**config.mk**
```make
export PLATFORM = sky130hd
export DESIGN_NAME = vld_st_drain_ctrl_flat
export DESIGN_NICKNAME = d
export VERILOG_FILES = /design/src/rtl/vld_st_drain_ctrl_if.sv /design/src/rtl/vld_st_drain_ctrl.sv /design/src/flat_wrapper.sv
export SDC_FILE = /design/constraint.sdc
export NUM_CORES = 1
export LEC_CHECK = 0
export ABC_AREA = 1
export CAP_MARGIN = 20
export CORE_MARGIN = 2
export CORE_UTILIZATION = 32
export CTS_CLUSTER_SIZE = 14
export DETAILED_ROUTE_END_ITERATION = 10
export GPL_TIMING_DRIVEN = 0
export HOLD_SLACK_MARGIN = 0.08
export PLACE_DENSITY = 0.73
export SLEW_MARGIN = 20
export SYNTH_ARGS = -nofsm -noshare
export SYNTH_HDL_FRONTEND = slang
export SYNTH_SLANG_ARGS = --single-unit
```
**constraint.sdc**
```tcl
create_clock -name clk -period 1.13 [get_ports clk]
set_input_delay 0.1695 -clock clk [delete_from_list [all_inputs] [get_ports clk]]
set_output_delay 0.1695 -clock clk [all_outputs]
set_load 0.05 [all_outputs]
```
**src/rtl/vld_st_drain_ctrl_if.sv**
```systemverilog
// Signal bundle between the vector load/store buffer head, memory and cache and the drain controller.
// master = drain controller, slave = buffer/memory/cache side.
interface vld_st_drain_ctrl_if #(
  parameter int unsigned DATA_WIDTH    = 32,
  parameter int unsigned ADDR_BITS     = 32,
  parameter int unsigned MICROOP_WIDTH = 7,
  parameter int unsigned TICKET_WIDTH  = 4,
  parameter int unsigned SIZE_WIDTH    = 3
) ();

  // buffer head
  logic                     buf_valid_i;
  logic                     head_is_store_i;
  logic                     head_is_fetched_i;
  logic [ADDR_BITS-1:0]     head_address_i;
  logic [DATA_WIDTH-1:0]    head_data_i;
  logic [MICROOP_WIDTH-1:0] head_microop_i;
  logic [TICKET_WIDTH-1:0]  head_ticket_i;
  logic [SIZE_WIDTH-1:0]    head_size_i;
  logic                     pop_o;
  logic                     update_valid_o;
  logic [ADDR_BITS-1:0]     update_address_o;

  // memory block fetch
  logic                     mem_req_valid_o;
  logic                     mem_req_ready_i;
  logic [ADDR_BITS-1:0]     mem_req_address_o;
  logic                     mem_resp_valid_i;

  // cache access
  logic                     cache_valid_o;
  logic                     cache_ready_i;
  logic                     cache_write_o;
  logic [ADDR_BITS-1:0]     cache_address_o;
  logic [DATA_WIDTH-1:0]    cache_wdata_o;
  logic [SIZE_WIDTH-1:0]    cache_size_o;
  logic                     cache_rvalid_i;
  logic [DATA_WIDTH-1:0]    cache_rdata_i;

  // load writeback and status
  logic                     wb_valid_o;
  logic [TICKET_WIDTH-1:0]  wb_ticket_o;
  logic [MICROOP_WIDTH-1:0] wb_microop_o;
  logic [DATA_WIDTH-1:0]    wb_data_o;
  logic                     err_timeout_o;

  modport master (
    input  buf_valid_i, head_is_store_i, head_is_fetched_i, head_address_i,
           head_data_i, head_microop_i, head_ticket_i, head_size_i,
           mem_req_ready_i, mem_resp_valid_i, cache_ready_i, cache_rvalid_i, cache_rdata_i,
    output pop_o, update_valid_o, update_address_o,
           mem_req_valid_o, mem_req_address_o,
           cache_valid_o, cache_write_o, cache_address_o, cache_wdata_o, cache_size_o,
           wb_valid_o, wb_ticket_o, wb_microop_o, wb_data_o, err_timeout_o
  );

  modport slave (
    output buf_valid_i, head_is_store_i, head_is_fetched_i, head_address_i,
           head_data_i, head_microop_i, head_ticket_i, head_size_i,
           mem_req_ready_i, mem_resp_valid_i, cache_ready_i, cache_rvalid_i, cache_rdata_i,
    input  pop_o, update_valid_o, update_address_o,
           mem_req_valid_o, mem_req_address_o,
           cache_valid_o, cache_write_o, cache_address_o, cache_wdata_o, cache_size_o,
           wb_valid_o, wb_ticket_o, wb_microop_o, wb_data_o, err_timeout_o
  );

endinterface

```
**src/rtl/vld_st_drain_ctrl.sv**
```systemverilog
// Head-side drain controller for the vector load/store buffer: fetches missing blocks, then
// performs the cache access and pops in order. Define VLDST_DRAIN_TIMEOUT_EN for the WAIT watchdog.
module vld_st_drain_ctrl #(
  parameter int unsigned DATA_WIDTH     = 32,
  parameter int unsigned ADDR_BITS      = 32,
  parameter int unsigned BLOCK_ID_START = 5,
  parameter int unsigned MICROOP_WIDTH  = 7,
  parameter int unsigned TICKET_WIDTH   = 4,
  parameter int unsigned SIZE_WIDTH     = 3,
  parameter int unsigned TIMEOUT_CYCLES = 64
) (
  input logic                   clk,
  input logic                   rst_n,
  vld_st_drain_ctrl_if.master   bus
);

  typedef enum logic [2:0] {
    S_IDLE    = 3'd0,
    S_REQ     = 3'd1,
    S_WAIT    = 3'd2,
    S_ACCESS  = 3'd3,
    S_LD_WAIT = 3'd4
  } state_t;

  state_t                   state;
  logic                     mem_req_q;
  logic                     cache_req_q;
  logic                     lat_is_store;
  logic [ADDR_BITS-1:0]     lat_address;
  logic [DATA_WIDTH-1:0]    lat_data;
  logic [MICROOP_WIDTH-1:0] lat_microop;
  logic [TICKET_WIDTH-1:0]  lat_ticket;
  logic [SIZE_WIDTH-1:0]    lat_size;

  logic [ADDR_BITS-1:0]     blk_address;
  logic                     fill_done;
  logic                     st_done;
  logic                     ld_done;
  logic                     tmo_fire;

  assign blk_address = {lat_address[ADDR_BITS-1:BLOCK_ID_START], {BLOCK_ID_START{1'b0}}};

  // Handshake completions that must be answered in the same cycle they occur
  assign fill_done = (state == S_WAIT)    && bus.mem_resp_valid_i;
  assign st_done   = (state == S_ACCESS)  && bus.cache_ready_i && lat_is_store;
  assign ld_done   = (state == S_LD_WAIT) && bus.cache_rvalid_i;

`ifdef VLDST_DRAIN_TIMEOUT_EN
  localparam int unsigned CNT_W = $clog2(TIMEOUT_CYCLES + 1);

  logic [CNT_W-1:0] wait_cnt;
  logic             err_q;

  assign tmo_fire = (state == S_WAIT) && !bus.mem_resp_valid_i &&
                    (wait_cnt == CNT_W'(TIMEOUT_CYCLES - 1));

  // Watchdog: counter is held at zero outside WAIT, so every WAIT entry starts fresh
  always_ff @(posedge clk or negedge rst_n) begin
    if (!rst_n) begin
      wait_cnt <= '0;
      err_q    <= 1'b0;
    end else begin
      if (state != S_WAIT || tmo_fire) begin
        wait_cnt <= '0;
      end else begin
        wait_cnt <= wait_cnt + CNT_W'(1);
      end
      if (tmo_fire) begin
        err_q <= 1'b1;
      end
    end
  end

  assign bus.err_timeout_o = err_q;
`else
  wire unused_timeout_cfg = (TIMEOUT_CYCLES != 0);

  assign tmo_fire          = 1'b0;
  assign bus.err_timeout_o = 1'b0;
`endif

  // Control FSM; request strobes are registered alongside the state they belong to
  always_ff @(posedge clk or negedge rst_n) begin
    if (!rst_n) begin
      state        <= S_IDLE;
      mem_req_q    <= 1'b0;
      cache_req_q  <= 1'b0;
      lat_is_store <= 1'b0;
      lat_address  <= '0;
      lat_data     <= '0;
      lat_microop  <= '0;
      lat_ticket   <= '0;
      lat_size     <= '0;
    end else begin
      unique case (state)
        S_IDLE: begin
          if (bus.buf_valid_i) begin
            lat_is_store <= bus.head_is_store_i;
            lat_address  <= bus.head_address_i;
            lat_data     <= bus.head_data_i;
            lat_microop  <= bus.head_microop_i;
            lat_ticket   <= bus.head_ticket_i;
            lat_size     <= bus.head_size_i;
            if (bus.head_is_fetched_i) begin
              state       <= S_ACCESS;
              cache_req_q <= 1'b1;
            end else begin
              state     <= S_REQ;
              mem_req_q <= 1'b1;
            end
          end
        end
        S_REQ: begin
          if (bus.mem_req_ready_i) begin
            state     <= S_WAIT;
            mem_req_q <= 1'b0;
          end
        end
        S_WAIT: begin
          // A late head_is_fetched_i is ignored here; the fill always completes
          if (fill_done) begin
            state <= S_IDLE;
          end else if (tmo_fire) begin
            state     <= S_REQ;
            mem_req_q <= 1'b1;
          end
        end
        S_ACCESS: begin
          if (bus.cache_ready_i) begin
            cache_req_q <= 1'b0;
            state       <= lat_is_store ? S_IDLE : S_LD_WAIT;
          end
        end
        S_LD_WAIT: begin
          if (bus.cache_rvalid_i) begin
            state <= S_IDLE;
          end
        end
        default: begin
          state       <= S_IDLE;
          mem_req_q   <= 1'b0;
          cache_req_q <= 1'b0;
        end
      endcase
    end
  end

  assign bus.pop_o             = (st_done || ld_done) && bus.buf_valid_i;
  assign bus.update_valid_o    = fill_done;
  assign bus.update_address_o  = blk_address;

  assign bus.mem_req_valid_o   = mem_req_q;
  assign bus.mem_req_address_o = blk_address;

  assign bus.cache_valid_o     = cache_req_q;
  assign bus.cache_write_o     = lat_is_store;
  assign bus.cache_address_o   = lat_address;
  assign bus.cache_wdata_o     = lat_data;
  assign bus.cache_size_o      = lat_size;

  // Read data is passed through only on the writeback cycle
  assign bus.wb_valid_o        = ld_done;
  assign bus.wb_ticket_o       = lat_ticket;
  assign bus.wb_microop_o      = lat_microop;
  assign bus.wb_data_o         = ld_done ? bus.cache_rdata_i : '0;

endmodule
```
**src/flat_wrapper.sv**
```systemverilog
// flat-port wrapper written by rule: the top's interface ports become plain ports
module vld_st_drain_ctrl_flat 
#(
  parameter int unsigned DATA_WIDTH     = 32,
  parameter int unsigned ADDR_BITS      = 32,
  parameter int unsigned BLOCK_ID_START = 5,
  parameter int unsigned MICROOP_WIDTH  = 7,
  parameter int unsigned TICKET_WIDTH   = 4,
  parameter int unsigned SIZE_WIDTH     = 3,
  parameter int unsigned TIMEOUT_CYCLES = 64
)
  (clk, rst_n, bus_buf_valid_i, bus_head_is_store_i, bus_head_is_fetched_i, bus_head_address_i, bus_head_data_i, bus_head_microop_i, bus_head_ticket_i, bus_head_size_i, bus_mem_req_ready_i, bus_mem_resp_valid_i, bus_cache_ready_i, bus_cache_rvalid_i, bus_cache_rdata_i, bus_pop_o, bus_update_valid_o, bus_update_address_o, bus_mem_req_valid_o, bus_mem_req_address_o, bus_cache_valid_o, bus_cache_write_o, bus_cache_address_o, bus_cache_wdata_o, bus_cache_size_o, bus_wb_valid_o, bus_wb_ticket_o, bus_wb_microop_o, bus_wb_data_o, bus_err_timeout_o);
  vld_st_drain_ctrl_if #(.DATA_WIDTH(DATA_WIDTH), .ADDR_BITS(ADDR_BITS), .MICROOP_WIDTH(MICROOP_WIDTH), .TICKET_WIDTH(TICKET_WIDTH), .SIZE_WIDTH(SIZE_WIDTH)) bus_i ();
  input logic clk;
  input logic rst_n;
  input wire logic [$bits(bus_i.buf_valid_i)-1:0] bus_buf_valid_i;
  input wire logic [$bits(bus_i.head_is_store_i)-1:0] bus_head_is_store_i;
  input wire logic [$bits(bus_i.head_is_fetched_i)-1:0] bus_head_is_fetched_i;
  input wire logic [$bits(bus_i.head_address_i)-1:0] bus_head_address_i;
  input wire logic [$bits(bus_i.head_data_i)-1:0] bus_head_data_i;
  input wire logic [$bits(bus_i.head_microop_i)-1:0] bus_head_microop_i;
  input wire logic [$bits(bus_i.head_ticket_i)-1:0] bus_head_ticket_i;
  input wire logic [$bits(bus_i.head_size_i)-1:0] bus_head_size_i;
  input wire logic [$bits(bus_i.mem_req_ready_i)-1:0] bus_mem_req_ready_i;
  input wire logic [$bits(bus_i.mem_resp_valid_i)-1:0] bus_mem_resp_valid_i;
  input wire logic [$bits(bus_i.cache_ready_i)-1:0] bus_cache_ready_i;
  input wire logic [$bits(bus_i.cache_rvalid_i)-1:0] bus_cache_rvalid_i;
  input wire logic [$bits(bus_i.cache_rdata_i)-1:0] bus_cache_rdata_i;
  output wire logic [$bits(bus_i.pop_o)-1:0] bus_pop_o;
  output wire logic [$bits(bus_i.update_valid_o)-1:0] bus_update_valid_o;
  output wire logic [$bits(bus_i.update_address_o)-1:0] bus_update_address_o;
  output wire logic [$bits(bus_i.mem_req_valid_o)-1:0] bus_mem_req_valid_o;
  output wire logic [$bits(bus_i.mem_req_address_o)-1:0] bus_mem_req_address_o;
  output wire logic [$bits(bus_i.cache_valid_o)-1:0] bus_cache_valid_o;
  output wire logic [$bits(bus_i.cache_write_o)-1:0] bus_cache_write_o;
  output wire logic [$bits(bus_i.cache_address_o)-1:0] bus_cache_address_o;
  output wire logic [$bits(bus_i.cache_wdata_o)-1:0] bus_cache_wdata_o;
  output wire logic [$bits(bus_i.cache_size_o)-1:0] bus_cache_size_o;
  output wire logic [$bits(bus_i.wb_valid_o)-1:0] bus_wb_valid_o;
  output wire logic [$bits(bus_i.wb_ticket_o)-1:0] bus_wb_ticket_o;
  output wire logic [$bits(bus_i.wb_microop_o)-1:0] bus_wb_microop_o;
  output wire logic [$bits(bus_i.wb_data_o)-1:0] bus_wb_data_o;
  output wire logic [$bits(bus_i.err_timeout_o)-1:0] bus_err_timeout_o;
  assign bus_i.buf_valid_i = bus_buf_valid_i;
  assign bus_i.head_is_store_i = bus_head_is_store_i;
  assign bus_i.head_is_fetched_i = bus_head_is_fetched_i;
  assign bus_i.head_address_i = bus_head_address_i;
  assign bus_i.head_data_i = bus_head_data_i;
  assign bus_i.head_microop_i = bus_head_microop_i;
  assign bus_i.head_ticket_i = bus_head_ticket_i;
  assign bus_i.head_size_i = bus_head_size_i;
  assign bus_i.mem_req_ready_i = bus_mem_req_ready_i;
  assign bus_i.mem_resp_valid_i = bus_mem_resp_valid_i;
  assign bus_i.cache_ready_i = bus_cache_ready_i;
  assign bus_i.cache_rvalid_i = bus_cache_rvalid_i;
  assign bus_i.cache_rdata_i = bus_cache_rdata_i;
  assign bus_pop_o = bus_i.pop_o;
  assign bus_update_valid_o = bus_i.update_valid_o;
  assign bus_update_address_o = bus_i.update_address_o;
  assign bus_mem_req_valid_o = bus_i.mem_req_valid_o;
  assign bus_mem_req_address_o = bus_i.mem_req_address_o;
  assign bus_cache_valid_o = bus_i.cache_valid_o;
  assign bus_cache_write_o = bus_i.cache_write_o;
  assign bus_cache_address_o = bus_i.cache_address_o;
  assign bus_cache_wdata_o = bus_i.cache_wdata_o;
  assign bus_cache_size_o = bus_i.cache_size_o;
  assign bus_wb_valid_o = bus_i.wb_valid_o;
  assign bus_wb_ticket_o = bus_i.wb_ticket_o;
  assign bus_wb_microop_o = bus_i.wb_microop_o;
  assign bus_wb_data_o = bus_i.wb_data_o;
  assign bus_err_timeout_o = bus_i.err_timeout_o;
  vld_st_drain_ctrl #(.DATA_WIDTH(DATA_WIDTH), .ADDR_BITS(ADDR_BITS), .BLOCK_ID_START(BLOCK_ID_START), .MICROOP_WIDTH(MICROOP_WIDTH), .TICKET_WIDTH(TICKET_WIDTH), .SIZE_WIDTH(SIZE_WIDTH), .TIMEOUT_CYCLES(TIMEOUT_CYCLES)) u_core (.clk(clk), .rst_n(rst_n), .bus(bus_i));
endmodule
```
== Word-level counts from Yosys, hierarchy flattened ==
Index checks and enable logic that the tools add are counted.
Word-level totals
  register bits after elaboration: 84
  bits of input ports: 119
  output and inout bits: 181
  word-level logic and storage cells: 52
Operators by class
  equality and inequality tests: 11
  muxes and demuxes: 17
  bitwise logic cells: 2
  reductions and logical operators: 13
Operators with widths (number)
  32-bit 2-to-1 mux: 1
  3-bit 2-to-1 mux: 6
  3-bit one-hot mux with 5 select lines: 1
  2-bit inequality test, second input constant: 7
  4-bit AND reduction: 2
  3-bit by 2-bit == test with 1-bit output, second input constant: 2
  1-bit 2-to-1 mux: 6
  1-bit one-hot mux with 3 select lines: 2
  3-bit OR reduction: 2
  1-bit logical AND: 5
  5-bit AND reduction: 1
  3-bit by 1-bit == test with 1-bit output, second input constant: 1
  3-bit == test, second input constant: 1
  3-bit logical NOT: 1
  2-bit 2-to-1 mux: 1
  1-bit NOT: 2
  2-bit AND reduction: 1
  1-bit logical OR: 1

== Depth between registers and ports, before layout ==
  word-level depth: 5
  depth in mapped cells: 8
  gate-level depth less buffers: 7

== Least setup slack after synthesis ==
OpenSTA, ideal clock, no wires.
  path type: flip-flop to output port
  start: register u_core.state[0]
  end: output bus_wb_data_o[11]
  arrival: 1594 ps
  data required time: 961 ps
  slack: -634 ps
  stages on the path, launching flop included: 5
  buffers on the path: 1
  cell sequence: dfrtp_1 -> nor2_4 -> nand3_1 -> buf_2 -> nor2_1
Between the ends
  word-level cells in the longest chain between the ends: 3
Ends and longest elaborated chain
  start: declaration: RTL line vld_st_drain_ctrl.sv:25  | state_t state;
  start signal: assignment: RTL line vld_st_drain_ctrl.sv:131  | state <= lat_is_store ? S_IDLE : S_LD_WAIT;
  3-bit == test: RTL line vld_st_drain_ctrl.sv:46  | assign ld_done = (state == S_LD_WAIT) && bus.cache_rvalid_i;
  1-bit logical AND: RTL line vld_st_drain_ctrl.sv:46
  32-bit 2-to-1 mux: RTL line vld_st_drain_ctrl.sv:165  | assign bus.wb_data_o = ld_done ? bus.cache_rdata_i : '0;
  end: declaration: RTL line flat_wrapper.sv:42  | output wire logic [$bits(bus_i.wb_data_o)-1:0] bus_wb_data_o;
No other way between the ends.

== Worst setup path in the final report ==
  start: register u_core.state[0]
  end: output bus_pop_o
Between the ends
  word-level cells in the longest chain between the ends: 5
  elaborated cells on any way between the ends: 7
  those cells by class: eq/ne (2); reduce/logical (5)
Ends and longest elaborated chain
  3-bit by 2-bit == test with 1-bit output: RTL line vld_st_drain_ctrl.sv:45  | assign st_done = (state == S_ACCESS) && bus.cache_ready_i && lat_is_store;
  1-bit logical AND (2 in series): RTL line vld_st_drain_ctrl.sv:45
  1-bit logical OR *: RTL line vld_st_drain_ctrl.sv:148  | assign bus.pop_o = (st_done || ld_done) && bus.buf_valid_i;
  1-bit logical AND *: RTL line vld_st_drain_ctrl.sv:148
  end: declaration: RTL line flat_wrapper.sv:29  | output wire logic [$bits(bus_i.pop_o)-1:0] bus_pop_o;
Mark *: on every way between the ends. The rest lies on a longest branch, timed or not.

==> out/metrics.cfg <==
[layout]
layout.cells.non_filler = 1057
syn_to_final_growth_pct = 98.9
mostFrequentLayoutCell = nand2_1
nNetsFinal = 995
drive_gt1_frac = 0.418
n_fill_cell = 1130
final_cell_mix = 169 x nand2_1, 122 x buf_4, 116 x clkdlybuf4s50_1
stdcell_area_sq_um = 8520
insertedDiodeCount = 0

[synthesis]
synth_cell_types = 17
synth_edf_count = 0
synth-main-ff-cell = dfrtp_1
ys_seq_area_frac = 0.491
synth_cells = 539
synth_seq_cells = 84
synth.cell_area_sq_um = 4280
async_reset_ff_frac = 1.00
yosys-top-cells-area = dfrtp_1 49%, nand2_1 15%, buf_4 11%, nand3_1 11%, inv_1 3.9%
avgSynthCellArea_sq_um = 7.94
yosys.area.top_type = dfrtp_1
synth_warnings = 0
synth_top_area_share = 0.491

[floorplan]
die_x_microns = 120
die_area_sq_um = 14300
dieHeight_microns = 120
initial_core_util = 0.326
io_pins = 300
rows = 42
core-area_sq_um = 13100

[sta]
slew_violations = 0
report.final.hold_viol_count = 0
finClkSkew_ns = 0.00812
tns_ns = -49.57
setup_ws_ns = -0.647
worstMarginPinSlew_ns = 0.666
slew_headroom = 0.556
rsz0062_at_grt = true
period_needed_ns = 1.78
min_period_over_period = 1.57
setup_viol = 173
fmax_ghz = 0.563

[clock_tree]
clkTransAtPathRegs_ns = 0.07
clock_sinks = 84
cts_buffers = 9
clk_path_buf_depth = 2
cts_tree = built
h-tree-depth = 3
cts_root_buf = clkbuf_16
clk_latency_ns = 0.33

[global_routing]
antenna_found_initial = 0
grt_pass1_wl_microns = 24200
first_global_vias = 4374
grt_usage = 0.217
overflow = 0
grt_start_max_net_pins = 51

[hold_path]
hp-class = in -> reg
whs_path_depth = 3
min-delay-start = bus_head_address_i[30]
worstHoldEndpoint = u_core.bus.cache_address_o[30]

[detailed_routing]
drt_wl_total_microns = 16100
first_iter_violations = 215
dr_total_vias = 4631
post-route-drc-count = 0
wl_per_cell_microns = 15.2
via_per_inst = 4.38
ant_nets = 0
drt-pass1-iter-count = 6

[setup_path]
r2r_setup_slack_ns = -0.37
criticalPathCategory = reg -> out
crit_fanout = 6
r2r-start = u_core.state[0]
reg2reg_to = u_core.bus.cache_wdata_o[6]
cp.required_ns = 0.96
cp-start-kind = flip-flop
cp_data_arrival_time_ns = 1.61
reg2reg_depth = 8
critPathCaptureType = primary output

[pwr]
cellPowerDensity_nw_per_um2 = 3400
p_leak_nw = 4.42
ir_worst_vdd_uv = 1700

[run_status]
status = finished with violations
violations = setup timing

[placed_design]
dpl.hpwl_microns = 11600
gp_congestion = 0.880
io_buffers = 287
place_area_sq_um = 7730
dp_cells = 1013

[flow_run]
maxCapViolations = 0

-- cells in the mapped netlist (2+ instances only) --
master      n
buf_6       8
buf_4      65
nor2_1     39
nand2_1   174
nor3_1      2
dfrtp_1    84
o21ai_0     3
inv_1      44
a21oi_1     2
buf_2      15
clkbuf_1    6
nand3_1    91
o21bai_1    2
-- critical path, stage by stage, from the launching register on --
cell and delay (ns):
dfrtp_2 0.43, nor2_4 0.15, nand3_4 0.11, buf_12 0.16
buf_6 0.12, a21oi_4 0.14, buf_6 0.17
-- stage by stage --
step,utilization,power (mW),hold WS [ns],setup WS (ns)
CTS,0.628,28.4,0.373,-0.670
detailed placement,0.589,24.6,0.252,-1.10
floorplan,-,18.3,-0.126,-0.293
global placement,0.587,24.4,0.453,-3.55
finish,0.648,29.0,0.381,-0.647
global route,0.648,30.3,0.391,-0.708
-- power breakdown --
group	leakage [nW]	switching (mW)	internal, mW
clock	0.132	1.26	1.50
combinational	3.26	13.1	7.42
sequential	1.03	1.18	4.48
total	4.42	15.5	13.4
-- what timing repair did --
| item | in CTS | in global routing |
|---|---|---|
| gates cloned | 5 | 1 |
| endpoints found under the setup margin | 254 | 254 |
| pin swaps | 5 | 6 |
| resized for setup | 1136 | 55 |
| hold buffers | 1 | 0 |
| setup buffers | 16 | 6 |
| hold endpoints to repair | 49 | 0 |
-- flip-flops by register name, indices dropped and copies added, names as in the netlist --
| register | count |
|---|---|
| u_core.bus.cache_address_o | 32 |
| u_core.bus.cache_wdata_o | 32 |
| u_core.bus.wb_microop_o | 7 |
| u_core.bus.wb_ticket_o | 4 |
| u_core.bus.cache_size_o | 3 |
| u_core.state | 3 |
| u_core.bus.cache_valid_o | 1 |
| u_core.bus.cache_write_o | 1 |
| u_core.bus.mem_req_valid_o | 1 |
-- layout make-up --
cell class / instances / area (sq um) / share of cell area
clock inverter: 7 / 51.3 / 0.00602
timing repair buffer: 315 / 3190 / 0.375
timing repair inverter: 1 / 7.51 / 0.000882
tap: 176 / 220 / 0.0259
buffer: 93 / 785 / 0.0921
multi-input combinational: 327 / 1730 / 0.204
sequential: 84 / 2120 / 0.248
clock buffer: 9 / 225 / 0.0264
inverter: 45 / 186 / 0.0219
-- kinds of logic after synthesis --
| family | share of synthesized area |
|---|---|
| buffers and inverters | 0.198 |
| other | 0.000876 |
| and+or+nand+nor | 0.301 |
| DFF | 0.491 |
| AOI/OAI and AO/OA | 0.00935 |
-- metal layers --
layer,global-route usage,routed length (microns)
met5,0,0
met4,0.0625,259
met3,0.0570,1120
met2,0.395,8630
met1,0.250,6110
-- worst max-delay path by stage --
stage	from	to	slack, ns	cells after the start
2_1_floorplan	u_core.state[0]	bus_wb_data_o[0]	-0.29	4
3_3_place_gp	rst_n	u_core.bus.cache_write_o	-3.55	1
3_5_place_dp	bus_cache_rvalid_i	bus_wb_data_o[3]	-1.10	5
4_1_cts	u_core.state[1]	bus_wb_data_o[7]	-0.67	6
5_1_grt	u_core.state[0]	bus_pop_o	-0.71	6
6_report	u_core.state[0]	bus_pop_o	-0.65	6
Note: power is estimated with default switching activity, not from simulation.
